## config.mk

```make
export PLATFORM = sky130hd
export DESIGN_NAME = xy2_100_tx
export DESIGN_NICKNAME = d
export VERILOG_FILES = /design/src/rtl/xy2_pkg.sv /design/src/rtl/xy2_frame_shift.sv /design/src/rtl/xy2_100_tx.sv
export SDC_FILE = /design/constraint.sdc
export NUM_CORES = 1
export LEC_CHECK = 0
export ABC_AREA = 1
export CORE_MARGIN = 2
export CORE_UTILIZATION = 40
export DETAILED_ROUTE_END_ITERATION = 10
export PLACE_DENSITY = 0.68
export SYNTH_ARGS = -nofsm -noshare
export SYNTH_HDL_FRONTEND = slang
export SYNTH_SLANG_ARGS = --single-unit
```

## constraint.sdc

```tcl
create_clock -name clk -period 1.7 [get_ports clk]
set_input_delay 0.34 -clock clk [delete_from_list [all_inputs] [get_ports clk]]
set_output_delay 0.34 -clock clk [all_outputs]
set_load 0.02 [all_outputs]
```

## src/rtl/xy2_pkg.sv

```systemverilog
// Shared definitions for the XY2-100 transmitter.
//   FRAME_BITS : bits per XY2-100 frame
//   CTRL_BITS  : the three leading control bits of every frame
//   xy2_state_e: transmitter FSM states
//   xy2_frame(): builds a 20-bit frame {ctrl, coord, even parity}
package xy2_pkg;

    localparam int         FRAME_BITS = 20;
    localparam logic [2:0] CTRL_BITS  = 3'b001;

    typedef enum logic [1:0] {
        ST_IDLE = 2'd0,
        ST_LOAD = 2'd1,
        ST_RUN  = 2'd2
    } xy2_state_e;

    // Parity bit is the XOR of the other 19 bits, which makes the total
    // number of ones in the frame even.
    function automatic logic [FRAME_BITS-1:0] xy2_frame(input logic [15:0] coord);
        logic [FRAME_BITS-2:0] body;
        body = {CTRL_BITS, coord};
        return {body, ^body};
    endfunction

endpackage

```

## src/rtl/xy2_frame_shift.sv

```systemverilog
// 20-bit load/shift register with MSB-first serial output.
// Ports:
//   clk, reset : system clock, asynchronous active-low reset
//   load       : parallel load of frame (has priority over shift)
//   shift      : shift left by one, zero fill
//   frame      : parallel frame value
//   sout       : current serial bit (register MSB)
module xy2_frame_shift
    import xy2_pkg::*;
(
    input  logic                  clk,
    input  logic                  reset,
    input  logic                  load,
    input  logic                  shift,
    input  logic [FRAME_BITS-1:0] frame,
    output logic                  sout
);

    logic [FRAME_BITS-1:0] sr_q;
    logic [FRAME_BITS-1:0] sr_d;

    always_comb begin
        sr_d = sr_q;
        if (load) begin
            sr_d = frame;
        end else if (shift) begin
            sr_d = {sr_q[FRAME_BITS-2:0], 1'b0};
        end
    end

    always_ff @(posedge clk or negedge reset) begin
        if (!reset) begin
            sr_q <= '0;
        end else begin
            sr_q <= sr_d;
        end
    end

    assign sout = sr_q[FRAME_BITS-1];

endmodule

```

## src/rtl/xy2_100_tx.sv

```systemverilog
// XY2-100 serial galvo transmitter. Buffers the newest coordinate sample and
// sends continuous 20-bit frames on the X and Y lines, repeating the last
// coordinate when no new sample has arrived.
// Parameter: HALF_PERIOD - clk cycles per half XY2 bit clock (>= 2).
// Ports:
//   clk, reset          : system clock, asynchronous active-low reset
//   tx_en               : 1 = transmit frames continuously
//   xy2_send            : sample valid for x_coord / y_coord
//   x_coord, y_coord    : 16-bit unsigned positions
//   xy2_clk, xy2_sync   : XY2 bit clock and frame sync
//   xy2_x, xy2_y        : serial data lines
//   coord_ack           : one-cycle pulse when a pending sample is loaded
//   busy                : 1 during LOAD and RUN
// Optional build macro XY2_STATUS_EN adds overrun_cnt[15:0] (saturating
// count of overwritten pending samples) and frame_cnt[31:0] (wrapping count
// of LOAD cycles).
module xy2_100_tx
    import xy2_pkg::*;
#(
    parameter int HALF_PERIOD = 25
) (
    input  logic        clk,
    input  logic        reset,
    input  logic        tx_en,
    input  logic        xy2_send,
    input  logic [15:0] x_coord,
    input  logic [15:0] y_coord,
    output logic        xy2_clk,
    output logic        xy2_sync,
    output logic        xy2_x,
    output logic        xy2_y,
    output logic        coord_ack,
    output logic        busy
`ifdef XY2_STATUS_EN
    ,
    output logic [15:0] overrun_cnt,
    output logic [31:0] frame_cnt
`endif
);

    localparam int               DIV_W    = $clog2(2 * HALF_PERIOD);
    localparam logic [DIV_W-1:0] DIV_LAST = DIV_W'(2 * HALF_PERIOD - 1);
    localparam logic [DIV_W-1:0] DIV_HALF = DIV_W'(HALF_PERIOD);
    localparam logic [4:0]       BIT_LAST = 5'(FRAME_BITS - 1);

    xy2_state_e       state_q, state_d;
    logic [DIV_W-1:0] div_q, div_d;
    logic [4:0]       bit_q, bit_d;
    logic             pend_v_q, pend_v_d;
    logic [15:0]      pend_x_q, pend_x_d, pend_y_q, pend_y_d;
    logic [15:0]      held_x_q, held_x_d, held_y_q, held_y_d;
    logic             xy2_clk_q, xy2_clk_d, xy2_sync_q, xy2_sync_d;
    logic             xy2_x_q, xy2_x_d, xy2_y_q, xy2_y_d;
    logic             coord_ack_q, coord_ack_d, busy_q, busy_d;

    logic                  frame_load, frame_shift;
    logic                  x_sout, y_sout;
    logic [FRAME_BITS-1:0] frame_x, frame_y;

    assign frame_x = xy2_frame(held_x_d);
    assign frame_y = xy2_frame(held_y_d);

    always_comb begin
        state_d     = state_q;
        div_d       = div_q;
        bit_d       = bit_q;
        pend_v_d    = pend_v_q;
        pend_x_d    = pend_x_q;
        pend_y_d    = pend_y_q;
        held_x_d    = held_x_q;
        held_y_d    = held_y_q;
        frame_load  = 1'b0;
        frame_shift = 1'b0;
        xy2_clk_d   = 1'b0;
        xy2_sync_d  = 1'b0;
        xy2_x_d     = 1'b0;
        xy2_y_d     = 1'b0;

        // Line outputs are registered decodes of the current state, so the
        // wire lags the internal state by one cycle.
        case (state_q)
            ST_IDLE: begin
                if (tx_en) state_d = ST_LOAD;
            end
            ST_LOAD: begin
                frame_load = 1'b1;
                div_d      = '0;
                bit_d      = '0;
                state_d    = ST_RUN;
                if (pend_v_q) begin
                    held_x_d = pend_x_q;
                    held_y_d = pend_y_q;
                    pend_v_d = 1'b0;
                end
                // Keep the parity bit on the data lines so data only ever
                // changes with a rising xy2_clk between back-to-back frames.
                xy2_x_d = xy2_x_q;
                xy2_y_d = xy2_y_q;
            end
            ST_RUN: begin
                xy2_clk_d  = (div_q < DIV_HALF);
                xy2_sync_d = (bit_q != BIT_LAST);
                xy2_x_d    = x_sout;
                xy2_y_d    = y_sout;
                if (div_q == DIV_LAST) begin
                    div_d = '0;
                    if (bit_q == BIT_LAST) begin
                        bit_d   = '0;
                        state_d = tx_en ? ST_LOAD : ST_IDLE;
                    end else begin
                        bit_d       = bit_q + 5'd1;
                        frame_shift = 1'b1;
                    end
                end else begin
                    div_d = div_q + DIV_W'(1);
                end
            end
            default: state_d = ST_IDLE;
        endcase

        // A sample arriving in LOAD lands after the copy above, so it stays
        // pending for the next frame.
        if (xy2_send) begin
            pend_v_d = 1'b1;
            pend_x_d = x_coord;
            pend_y_d = y_coord;
        end

        coord_ack_d = (state_d == ST_LOAD) && pend_v_d;
        busy_d      = (state_d != ST_IDLE);
    end

    always_ff @(posedge clk or negedge reset) begin
        if (!reset) begin
            state_q     <= ST_IDLE;
            div_q       <= '0;
            bit_q       <= '0;
            pend_v_q    <= 1'b0;
            pend_x_q    <= '0;
            pend_y_q    <= '0;
            held_x_q    <= '0;
            held_y_q    <= '0;
            xy2_clk_q   <= 1'b0;
            xy2_sync_q  <= 1'b0;
            xy2_x_q     <= 1'b0;
            xy2_y_q     <= 1'b0;
            coord_ack_q <= 1'b0;
            busy_q      <= 1'b0;
        end else begin
            state_q     <= state_d;
            div_q       <= div_d;
            bit_q       <= bit_d;
            pend_v_q    <= pend_v_d;
            pend_x_q    <= pend_x_d;
            pend_y_q    <= pend_y_d;
            held_x_q    <= held_x_d;
            held_y_q    <= held_y_d;
            xy2_clk_q   <= xy2_clk_d;
            xy2_sync_q  <= xy2_sync_d;
            xy2_x_q     <= xy2_x_d;
            xy2_y_q     <= xy2_y_d;
            coord_ack_q <= coord_ack_d;
            busy_q      <= busy_d;
        end
    end

    xy2_frame_shift u_shift_x (
        .clk   (clk),
        .reset (reset),
        .load  (frame_load),
        .shift (frame_shift),
        .frame (frame_x),
        .sout  (x_sout)
    );

    xy2_frame_shift u_shift_y (
        .clk   (clk),
        .reset (reset),
        .load  (frame_load),
        .shift (frame_shift),
        .frame (frame_y),
        .sout  (y_sout)
    );

    assign xy2_clk   = xy2_clk_q;
    assign xy2_sync  = xy2_sync_q;
    assign xy2_x     = xy2_x_q;
    assign xy2_y     = xy2_y_q;
    assign coord_ack = coord_ack_q;
    assign busy      = busy_q;

`ifdef XY2_STATUS_EN
    logic [15:0] overrun_cnt_q, overrun_cnt_d;
    logic [31:0] frame_cnt_q, frame_cnt_d;

    // A send in LOAD does not count: the pending sample is consumed that cycle.
    always_comb begin
        overrun_cnt_d = overrun_cnt_q;
        frame_cnt_d   = frame_cnt_q;
        if (xy2_send && pend_v_q && (state_q != ST_LOAD) && (overrun_cnt_q != 16'hFFFF)) begin
            overrun_cnt_d = overrun_cnt_q + 16'd1;
        end
        if (state_q == ST_LOAD) begin
            frame_cnt_d = frame_cnt_q + 32'd1;
        end
    end

    always_ff @(posedge clk or negedge reset) begin
        if (!reset) begin
            overrun_cnt_q <= '0;
            frame_cnt_q   <= '0;
        end else begin
            overrun_cnt_q <= overrun_cnt_d;
            frame_cnt_q   <= frame_cnt_d;
        end
    end

    assign overrun_cnt = overrun_cnt_q;
    assign frame_cnt   = frame_cnt_q;
`endif

endmodule

```

==> results.py <==
metrics = {
    "outcome": {
        "run_status": "finished, violations left",
        "failed_checks": "setup timing",
    },
    "cts": {
        "root_buffer": "sky130_fd_sc_hd__clkbuf_16",
        "number_of_buffers_between_clock_root_and_the_deepest_sink": 2,
        "htree_num_levels": 4,
        "worst_skew_pair.late_latency_ns": 0.42,
        "numClockSinks": 124,
        "cts_tree": "built",
        "clk_pin_slew_worst_setup_hold_paths_ns": 0.06,
        "number_of_buffers_inserted_during_clock_tree_synthesis": 17,
    },
    "sta": {
        "finalMaxSlewViolations": 0,
        "slew-limit-headroom_pct": 68.99,
        "rsz_0062_raised_after_global_routing": "yes",
        "crit_path_setup_slack_layout_ns": -0.2711,
        "finalSetupViolations": 42,
        "max_slew.worst_pin.slew_ns": 0.4651,
        "finalCriticalPeriod_ns": 1.971,
        "final_hold_viol_count": 0,
        "final_min_period_over_clock_period_pct": 115.9,
        "max_clock_freq_ghz": 0.5073,
        "timing.hold.ws_ns": 0.3877,
        "fin_worst_skew_ns": 0.01124,
    },
    "drt": {
        "drt-pass1-iter-count": 5,
        "drc": 0,
        "route.detailed.wl_per_inst_um": 14.91,
        "detail_route.vias_per_cell": 5.060,
        "initialDrtViolationCount": 404,
        "postRouteAntennaNets": 0,
        "routed_wirelength_um": 17430,
        "routed_vias": 5915,
    },
    "global_route": {
        "overflow": 0,
        "grt_start_max_net_pins": 35,
        "grt_antenna_before_repair": 0,
        "grt_util_all_layers_pct": 19.69,
        "first_global_vias": 5629,
        "grt_pass1_wl_um": 25670,
    },
    "synthesis": {
        "synth_area_in_compound_gates_pct": 11.26,
        "netlist_top_cells_area": "sky130_fd_sc_hd__dfrtp_1, sky130_fd_sc_hd__nand2_1, sky130_fd_sc_hd__o21ai_0, sky130_fd_sc_hd__inv_1, sky130_fd_sc_hd__nand3_1",
        "async_reset_ff_share_pct": 100.0,
        "yosys.area_share.xor_xnor_pct": 0.5632,
        "yosysWarningCount": 0,
        "synthesis.instances": 822,
        "ys_dominant_reg_cell": "sky130_fd_sc_hd__dfrtp_1",
        "netlist.area_leader.share_pct": 49.88,
        "syn_nets": 866,
        "dominant_combinational_cell_family_by_area_after_synthesis": "simple AND/OR/NAND/NOR gates",
        "post_synth.cell_area_avg_um2": 7.568,
        "synth_adder_area_share_pct": 1.609,
        "synth.cell_area_mm2": 0.006221,
        "synthMuxAreaShare_pct": 1.267,
        "synth_top_area_cell": "sky130_fd_sc_hd__dfrtp_1",
        "synth_cell_types": 25,
        "share_of_the_yosys_chip_area_belonging_to_registers_pct": 49.88,
        "synth_seq_cells": 124,
        "synth_edf_count": 0,
        "synth-simple-area-share_pct": 26.35,
    },
    "min_path": {
        "hold_path.class": "input port to flop",
    },
    "finish": {
        "num-nets-final": 1012,
        "num_antenna_cells": 0,
        "area_growth_syn_to_layout_pct": 47.51,
        "design_area_mm2": 0.009176,
        "most_frequent_standard_cell_in_the_layout_excluding_fill_and_tap_cells": "sky130_fd_sc_hd__nand2_1",
        "fraction_of_final_layout_cells_sized_beyond_drive_strength_1_pct": 30.78,
        "layout_common_cells": "sky130_fd_sc_hd__nand2_1, sky130_fd_sc_hd__dfrtp_1, sky130_fd_sc_hd__buf_4, sky130_fd_sc_hd__inv_1, sky130_fd_sc_hd__o21ai_0",
    },
    "power": {
        "p_leak_nw": 4.598,
        "p_total_mw": 19.39,
        "power_density_mw_per_mm2": 2113,
        "ir_worst_vdd_mv": 1.179,
    },
    "setup_path": {
        "crit_path_frequent_cell": "sky130_fd_sc_hd__nand2_1",
        "slowest_delay_ns": 0.39,
        "timing.critical_path.arrival_ns": 2.27,
        "critical_path.slowest_cell": "sky130_fd_sc_hd__dfrtp_1",
        "critPathLaunchType": "flop",
        "worst_setup_path_end_kind": "flop",
        "crit_fanout": 17,
        "crit_path_cell_trace": "inv_2, ha_4, nand2_8, buf_12, o21ai_2, nand2_1, nand2_1, nand2_1, nand2_2, nand2_1, nand2_1, nand2_2, nand3_2, nand2_1",
        "worst-setup-path-type": "flop to flop",
        "worst-endpoint-required_ns": 2.00,
    },
    "placement": {
        "hpwlAfterDp_um": 9444,
        "buffer_ports.inserted": 41,
        "standard_cell_area_after_detailed_placement_mm2": 0.007348,
        "gp_congestion": 0.8191,
    },
    "die": {
        "floorplan.die_area_mm2": 0.01657,
        "die_y_um": 128.7,
        "rows": 45,
        "area_of_the_placeable_core_mm2": 0.01520,
        "die_w_um": 128.7,
        "io-pin-count": 42,
        "initial_core_util_pct": 40.92,
    },
    "flow_run": {
        "max_cap_violations": 0,
    },
}
what timing repair did:
action,in CTS,in global routing
cloned,8,9
gates resized for setup,60,156
hold buffers,1,0
endpoints found under the setup margin,42,54
hold endpoints to repair,24,0
buffers inserted,17,13
pin swaps,16,45
synth_stat cells (2+ instances only):
| cell | instances |
|---|---|
| sky130_fd_sc_hd__a21oi_1 | 6 |
| sky130_fd_sc_hd__a21oi_2 | 2 |
| sky130_fd_sc_hd__a31oi_1 | 2 |
| sky130_fd_sc_hd__buf_1 | 3 |
| sky130_fd_sc_hd__buf_2 | 16 |
| sky130_fd_sc_hd__buf_4 | 2 |
| sky130_fd_sc_hd__buf_6 | 6 |
| sky130_fd_sc_hd__clkbuf_1 | 11 |
| sky130_fd_sc_hd__dfrtp_1 | 124 |
| sky130_fd_sc_hd__ha_1 | 8 |
| sky130_fd_sc_hd__inv_1 | 87 |
| sky130_fd_sc_hd__inv_2 | 6 |
| sky130_fd_sc_hd__mux2_2 | 7 |
| sky130_fd_sc_hd__nand2_1 | 339 |
| sky130_fd_sc_hd__nand3_1 | 52 |
| sky130_fd_sc_hd__nor2_1 | 13 |
| sky130_fd_sc_hd__nor3_1 | 8 |
| sky130_fd_sc_hd__o21ai_0 | 102 |
| sky130_fd_sc_hd__o21ai_1 | 16 |
| sky130_fd_sc_hd__o21ai_2 | 4 |
| sky130_fd_sc_hd__o31ai_1 | 2 |
| sky130_fd_sc_hd__xor2_1 | 3 |
sequential cells by signal (all words and copies together), names as in the netlist, 2 cells and up:
| name | flops |
|---|---|
| div_q | 6 |
| pend_x_q | 16 |
| state_q | 2 |
| bit_q | 5 |
| pend_y_q | 16 |
| u_shift_y.sr_q | 20 |
| held_y_q | 16 |
| u_shift_x.sr_q | 20 |
| held_x_q | 16 |
logic make-up (layout without fill, tap and decap cells):
kind of cell,after synthesis,in the layout
AOI/OAI and AO/OA,134,134
xor gates and xnor gates,4,4
adders and majority gates,8,8
buffers and inverters,131,290
DFF,124,124
muxes,7,7
and+or+nand+nor,414,414
routing by layer:
| metal | GRT usage, % | part of all wire [%] | routed length, µm |
|---|---|---|---|
| met4 | 7.928 | 2.6 | 460 |
| met2 | 33.92 | 52 | 9070 |
| met3 | 5.156 | 4.0 | 701 |
| met5 | 0 | 0 | 0 |
| met1 | 23.51 | 41 | 7194 |
worst max-delay path: cells and delay by family (launching register included):
| family | cells | cell delay, ns |
|---|---|---|
| simple gates | 10 | 0.81 |
| fa+ha+maj | 1 | 0.20 |
| compound gates | 1 | 0.20 |
| flops | 1 | 0.39 |
| buf+inv | 2 | 0.27 |
cell type report:
cell class              instances  area [µm²]
clock buffers                  23       498.0
repair buffers                165        1800
well taps                     188       235.2
inverters                      93       354.1
clock inverters                 9       157.7
fillers                      1203        6026
flip-flops and latches        124        3103
multi-input cells             567        3028
path summary, 6_finish.rpt:
path	depth (start not counted)	slack (ns)	endpoint	startpoint
worst max-delay path	14	-0.27	u_shift_y.sr_q[0]	state_q[1]
worst min-delay path	3	0.39	pend_y_q[2]	xy2_send
worst max register to register	14	-0.27	u_shift_y.sr_q[0]	state_q[1]
worst min register to register	2	0.48	u_shift_x.sr_q[7]	u_shift_x.sr_q[7]
max in group asynchronous	3	0.74	u_shift_y.sr_q[0]	reset
min in group asynchronous	2	0.41	xy2_sync	reset
where the power goes:
| part | internal (mW) | switching [mW] |
|---|---|---|
| logic | 5.01 | 5.95 |
| registers | 3.89 | 0.549 |
| clock network | 2.65 | 1.34 |
stage by stage:
| stage | TNS (ns) | cells | setup slack, ns | util [%] |
|---|---|---|---|---|
| 2_1_floorplan | -0.1798 | 822 | -0.09251 | - |
| 3_5_place_dp | -2.146 | 1092 | -0.1768 | 48.34 |
| 4_1_cts | -0.3764 | 1150 | -0.1868 | 55.98 |
| 6_report | -3.224 | 1169 | -0.2711 | 60.36 |
| 5_1_grt | -7.214 | 1169 | -0.4141 | 60.36 |
| 3_3_place_gp | -1.089 | 1092 | -0.1281 | 48.34 |
(Power assumes the default switching activity.)
